$ cat config.mk
export PLATFORM = sky130hd
export DESIGN_NAME = serial_adder
export DESIGN_NICKNAME = d
export VERILOG_FILES = /design/src/rtl/serial_adder.sv
export SDC_FILE = /design/constraint.sdc
export NUM_CORES = 1
export LEC_CHECK = 0
export CAP_MARGIN = 15
export CORE_MARGIN = 4
export CORE_UTILIZATION = 37
export CTS_BUF_LIST = sky130_fd_sc_hd__clkbuf_4
export DETAILED_ROUTE_END_ITERATION = 6
export PLACE_DENSITY = 0.61
export SLEW_MARGIN = 20
export SYNTH_ARGS = -nofsm -noshare
export SYNTH_HDL_FRONTEND = slang
export SYNTH_SLANG_ARGS = --single-unit
$ cat constraint.sdc
create_clock -name clk -period 1.9 [get_ports clk]
set_clock_uncertainty 0.1 [all_clocks]
set_input_delay 0.475 -clock clk [delete_from_list [all_inputs] [get_ports clk]]
set_output_delay 0.475 -clock clk [all_outputs]
set_load 0.03 [all_outputs]
$ cat src/rtl/serial_adder.sv
// Bit-serial adder: one full-add bit per clock, LSB first, carry held in a flop.
// Start/busy/done handshake; sum/cout update only on entry to DONE or on reset.
module serial_adder #(
  parameter int WIDTH = 8
) (
  input  logic             clk,
  input  logic             rst_n,
  input  logic             start,
  input  logic [WIDTH-1:0] a,
  input  logic [WIDTH-1:0] b,
  input  logic             cin,
  output logic             busy,
  output logic             done,
  output logic [WIDTH-1:0] sum,
  output logic             cout
);

  localparam int CW = $clog2(WIDTH);
  localparam logic [CW-1:0] LAST = CW'(WIDTH - 1);

  typedef enum logic [1:0] {
    IDLE = 2'd0,
    ADD  = 2'd1,
    DONE = 2'd2
  } state_t;

  state_t           state, state_nx;
  logic [WIDTH-1:0] shift_a, shift_a_nx;
  logic [WIDTH-1:0] shift_b, shift_b_nx;
  logic [WIDTH-1:0] res, res_nx;
  logic             carry, carry_nx;
  logic [CW-1:0]    cnt, cnt_nx;
  logic [WIDTH-1:0] sum_nx;
  logic             cout_nx;
  logic             busy_nx, done_nx;
  logic [1:0]       fa_p0;

  // Returns {carry, sum} of a half adder.
  function automatic logic [1:0] half_add(input logic x, input logic y);
    return {x & y, x ^ y};
  endfunction

  // Two chained half adders plus an OR on the carries form one full-add bit.
  function automatic logic [1:0] full_add_bit(input logic x, input logic y, input logic c);
    logic [1:0] h1;
    logic [1:0] h2;
    h1 = half_add(x, y);
    h2 = half_add(h1[0], c);
    return {h1[1] | h2[1], h2[0]};
  endfunction

  always_comb begin
    state_nx   = state;
    shift_a_nx = shift_a;
    shift_b_nx = shift_b;
    res_nx     = res;
    carry_nx   = carry;
    cnt_nx     = cnt;
    sum_nx     = sum;
    cout_nx    = cout;
    fa_p0      = full_add_bit(shift_a[0], shift_b[0], carry);

    unique case (state)
      IDLE, DONE: begin
        state_nx = IDLE;
        if (start) begin
          shift_a_nx = a;
          shift_b_nx = b;
          carry_nx   = cin;
          cnt_nx     = '0;
          state_nx   = ADD;
        end
      end
      ADD: begin
        shift_a_nx = shift_a >> 1;
        shift_b_nx = shift_b >> 1;
        res_nx     = (res >> 1) | {fa_p0[0], {(WIDTH-1){1'b0}}};
        carry_nx   = fa_p0[1];
        if (cnt == LAST) begin
          // Final bit: publish the result in the same edge that enters DONE.
          state_nx = DONE;
          sum_nx   = res_nx;
          cout_nx  = fa_p0[1];
        end else begin
          cnt_nx = cnt + CW'(1);
        end
      end
      default: state_nx = IDLE;
    endcase

    busy_nx = (state_nx == ADD);
    done_nx = (state_nx == DONE);
  end

  always_ff @(posedge clk) begin
    if (!rst_n) begin
      state   <= IDLE;
      shift_a <= '0;
      shift_b <= '0;
      res     <= '0;
      carry   <= 1'b0;
      cnt     <= '0;
      sum     <= '0;
      cout    <= 1'b0;
      busy    <= 1'b0;
      done    <= 1'b0;
    end else begin
      state   <= state_nx;
      shift_a <= shift_a_nx;
      shift_b <= shift_b_nx;
      res     <= res_nx;
      carry   <= carry_nx;
      cnt     <= cnt_nx;
      sum     <= sum_nx;
      cout    <= cout_nx;
      busy    <= busy_nx;
      done    <= done_nx;
    end
  end

endmodule

Word level (Yosys, flattened, before mapping)
Cells that the tools add are included.

operators by class
  bitwise operators = 6
  equality and inequality tests = 7
  reductions and logical operators = 6
  multiplexer cells = 12
  add/sub/neg operators = 1

operators by type and width
  operator                                                         number
  8-bit one-hot mux with 2 select lines                            2
  8-bit two-way mux                                                2
  7-bit by 8-bit bitwise OR with 8-bit output                      1
  3-bit two-way mux                                                2
  3-bit one-hot mux with 2 select lines                            1
  2-bit by 1-bit == test with 1-bit output, second input constant  2
  2-bit == test, second input constant                             2
  2-bit inequality test, second input constant                     2
  2-bit one-hot mux with 2 select lines                            1
  2-bit AND reduction                                              2
  3-bit by 1-bit adder with 3-bit output, second input constant    1
  3-bit == test, second input constant                             1
  3-bit AND reduction                                              1
  1-bit AND                                                        2
  2-bit logical NOT                                                1
  1-bit two-way mux                                                2
  2-bit two-way mux                                                1
  1-bit one-hot mux with 2 select lines                            1
  2-bit nonzero test                                               1
  2-bit OR reduction                                               1
  1-bit bitwise XOR                                                2
  1-bit bitwise OR                                                 1

word-level totals
  input bits = 20
  output and inout port bits = 11
  word-level logic and storage cells = 42
  register bits after elaboration = 41

Longest topological paths before layout
  depth after elaboration = 4
  depth in mapped cells = 5
  mapped depth without buffers = 5

Least setup slack after synthesis
OpenSTA, ideal clock, no wires.

  kind = register -> register
  start = register cnt[0]
  end = register cnt[2]
  period minus slack after synthesis = 1.372 ns
  stages on the path, launching flop included = 6
  arrival time = 1.150 ns
  library setup time = 0.122 ns
  path buffers = 0
  setup slack = 0.528 ns
  data required time = 1.678 ns
  cells stage by stage = dfxtp_1 > ha_1 > ha_1 > nor3b_2 > nand3b_1 > a21boi_0

on the way
  word-level cells in the longest chain between the ends = 3
  elaborated cells on any way between the ends = 6
  classes of those cells = 1 x add/sub; 2 x eq/ne; 2 x mux; 1 x reduce/logical

RTL lines
  element                                                                              RTL line  text
  start: declaration                                                                   32        logic [CW-1:0] cnt, cnt_nx;
  start signal: assignment                                                             113       cnt <= cnt_nx;
  3-bit by 1-bit adder with 3-bit output / 3-bit == test (equally long branches)       85, 79
  3-bit two-way mux / 2-bit inequality test (equally long branches)                    -
  3-bit one-hot mux with 2 select lines / 3-bit AND reduction (equally long branches)  -

Parallel ways exist; a longest one is shown, timed or not. The select of a mux whose other input is x is not followed.
A chain may end at the register's enable or synchronous reset.

Worst setup path after layout
  start = register cout
  end = output cout

RTL lines
  element                   RTL line  text
  start: declaration        15        output logic cout
  start signal: assignment  115       cout <= cout_nx;

No word-level cell between the ends.

==> results.cfg <==
[layout]
final_cells = 273
n_fill_cell = 408
seq_area_sq_um = 801
multi_input_area_sq_um = 762
diodes = 0
finalNetCount = 247
final_util = 0.493
syn_to_final_growth_pct = 24.2
final_common_cell = nand2_1
mostFrequentLayoutCells = nand2_1 (57), dfxtp_1 (40), clkdlybuf4s50_1 (19)
layout-drive-gt1-share = 0.0628

[timing]
period_needed_ns = 1.66
slew_violations = 0
slew-limit-headroom = 0.788
rsz0062_at_grt = false
tns_ns = 0
fmax_ghz = 0.601
hold_viol = 0
worstMarginPinSlew_ns = 0.317
fin_crit_sh = 0.876
setup-violations-final = 0

[yosys]
synth_mux_area_frac = 0
syn_area_sq_um = 1640
yosysWarnings = 0
ys_types = 21
seq_area_frac_synth = 0.487
synth-adder-area-share = 0.0350
synth_top_family_by_area = simple AND/OR/NAND/NOR gates
synth_compound_area_frac = 0.208
yosys.area_share.simple = 0.221
syn_inst = 193
syn_avg_cell_area_sq_um = 8.52
syn_nets = 217
synth_xor_area_frac = 0
synth_seq_cells = 40

[drt]
drtAntennaViolNets = 0
first_iter_violations = 86
vias_per_cell = 5.03
route.detailed.drc = 0
routed-via-count = 1373
first_pass_iters = 4
drt_wl_total_mm = 3.44
routedWlPerCell_microns = 12.6

[clock_tree]
cts_sinks = 40
cts_buffer_depth = 2
cts_max_level = 2
cts_tree = built
cts_made_buffers = 5
cts-root-buf = clkbuf_4
clkTransAtPathRegs_ns = 0.11
insertion_delay_ns = 0.34

[setup_path]
worst-path-buf-inv = 1
path_class = reg2out
path_max_fanout = 2
cp_slowest_stage_delay_ns = 0.40
cpLargestDelayFamily = buffers and inverters
cp.arrival_ns = 1.09
cp.required_ns = 1.32
path_cells = dlygate4sd2_1
cp_slowest_cell = dlygate4sd2_1
cp-end-kind = primary output
start_kind = flip-flop

[grt]
grt_util_all_layers = 0.133
grt_pass1_wl_mm = 5.72
grt_overflow = 0
grt_pass1_vias = 1303
grt_antenna_before_repair = 0
grt_max_degree = 39

[pwr]
p_leak_nw = 0.791
power_density_nw_per_um2 = 733
vdd_ir_drop_max_mv = 0.325

[placed_design]
gp_congestion = 0.740
dp_hpwl_mm = 2.37
port_buffers = 30
dpl.cell_count = 266

[die]
ios = 31
placeableCoreArea_sq_um = 4140
dieArea_sq_um = 5570
die_h_microns = 74.7
core.rowCount = 23
dieWidth_microns = 74.7
start_util = 0.397

[job]
drv_cap = 0

[worst_hold_path]
min_path_type = reg2reg

[outcome]
run_status = complete, no violations
-- Yosys cell counts --
| cell type | number | area (sq um) |
|---|---|---|
| dfxtp_1 | 40 | 801 |
| and2_1 | 1 | 6.26 |
| nor3b_1 | 1 | 7.51 |
| nand2_1 | 57 | 214 |
| nand3b_1 | 4 | 30.0 |
| buf_6 | 1 | 11.3 |
| nand3_1 | 11 | 55.1 |
| ha_1 | 3 | 37.5 |
| o21ai_0 | 15 | 75.1 |
| o21a_1 | 1 | 7.51 |
| fa_1 | 1 | 20.0 |
| nor2b_1 | 2 | 12.5 |
| nand2b_1 | 3 | 18.8 |
| a21boi_0 | 10 | 75.1 |
| clkbuf_1 | 4 | 15.0 |
| nor3b_2 | 1 | 12.5 |
| buf_2 | 8 | 40.0 |
| buf_4 | 2 | 15.0 |
| a31oi_1 | 15 | 93.8 |
| a21boi_1 | 12 | 90.1 |
| and3_1 | 1 | 6.26 |
-- routing by layer --
layer / track usage / wire length, microns / up-vias
met2: 0.223 / 1670 / 24
li1: - / - / 715
met1: 0.161 / 1590 / 632
met3: 0.0454 / 162 / 2
met4: 0.0415 / 21 / 0
met5: 0 / 0 / -
-- flip-flops by register name, summed over array words and instances (netlist names) --
signal	cells
shift_a	8
shift_b	8
sum	8
res	7
cnt	3
state	2
busy	1
carry	1
cout	1
done	1
-- timing repair --
| action | CTS | global route |
|---|---|---|
| hold buffers | 0 | 0 |
| gates resized for setup | 11 | 0 |
| setup buffers | 0 | 0 |
| endpoints found under the setup margin | 11 | 0 |
-- worst paths after layout --
path / from / to / slack (ns) / depth (start not counted)
hold / removal: res[1] / res[1] / 0.36 / 2
setup / recovery: cout / cout / 0.24 / 1
setup reg to reg: cnt[0] / cnt[2] / 0.39 / 5
hold reg to reg: res[1] / res[1] / 0.36 / 2
-- worst reg2reg max path, stage by stage (launching register included) --
cell and delay (ns):
dfxtp_1 0.34, ha_1 0.22, ha_1 0.22, nor3b_2 0.31
nand3b_1 0.15, a21boi_0 0.07
-- stage by stage --
stage / instance area, sq um / power [W] / setup WS, ns / hold WS [ns]
after global routing: 2040 / 0.00159 / 0.156 / 0.392
after detailed placement: 2010 / 0.00113 / 0.0761 / 0.355
final: 2040 / 0.00150 / 0.235 / 0.365
after floorplan: 1640 / 0.00105 / 0.528 / 0.335
after CTS: 2040 / 0.00153 / 0.201 / 0.372
after global placement: 2010 / 0.00113 / 0.124 / 0.343
-- power breakdown --
group	switching [W]	internal, W
Combinational	0.000103	0.000103
Clock	0.000257	0.000129
Sequential	0.0000242	0.000881
Total	0.000384	0.00111
-- area by class of cell --
type / instances / area share
Sequential cell: 40 / 0.392
Multi-Input combinational cell: 138 / 0.373
Timing Repair Buffer: 38 / 0.182
Tap cell: 50 / 0.0306
Clock buffer: 5 / 0.0184
Clock inverter: 2 / 0.00368
-- kinds of logic (layout without fill, tap and decap cells) --
group / Yosys count / in the layout
buf+inv: 15 / 45
simple gates: 81 / 81
fa+ha+maj: 4 / 4
compound gates: 53 / 53
flops: 40 / 40
No activity file was read; power rests on OpenSTA's default activity.
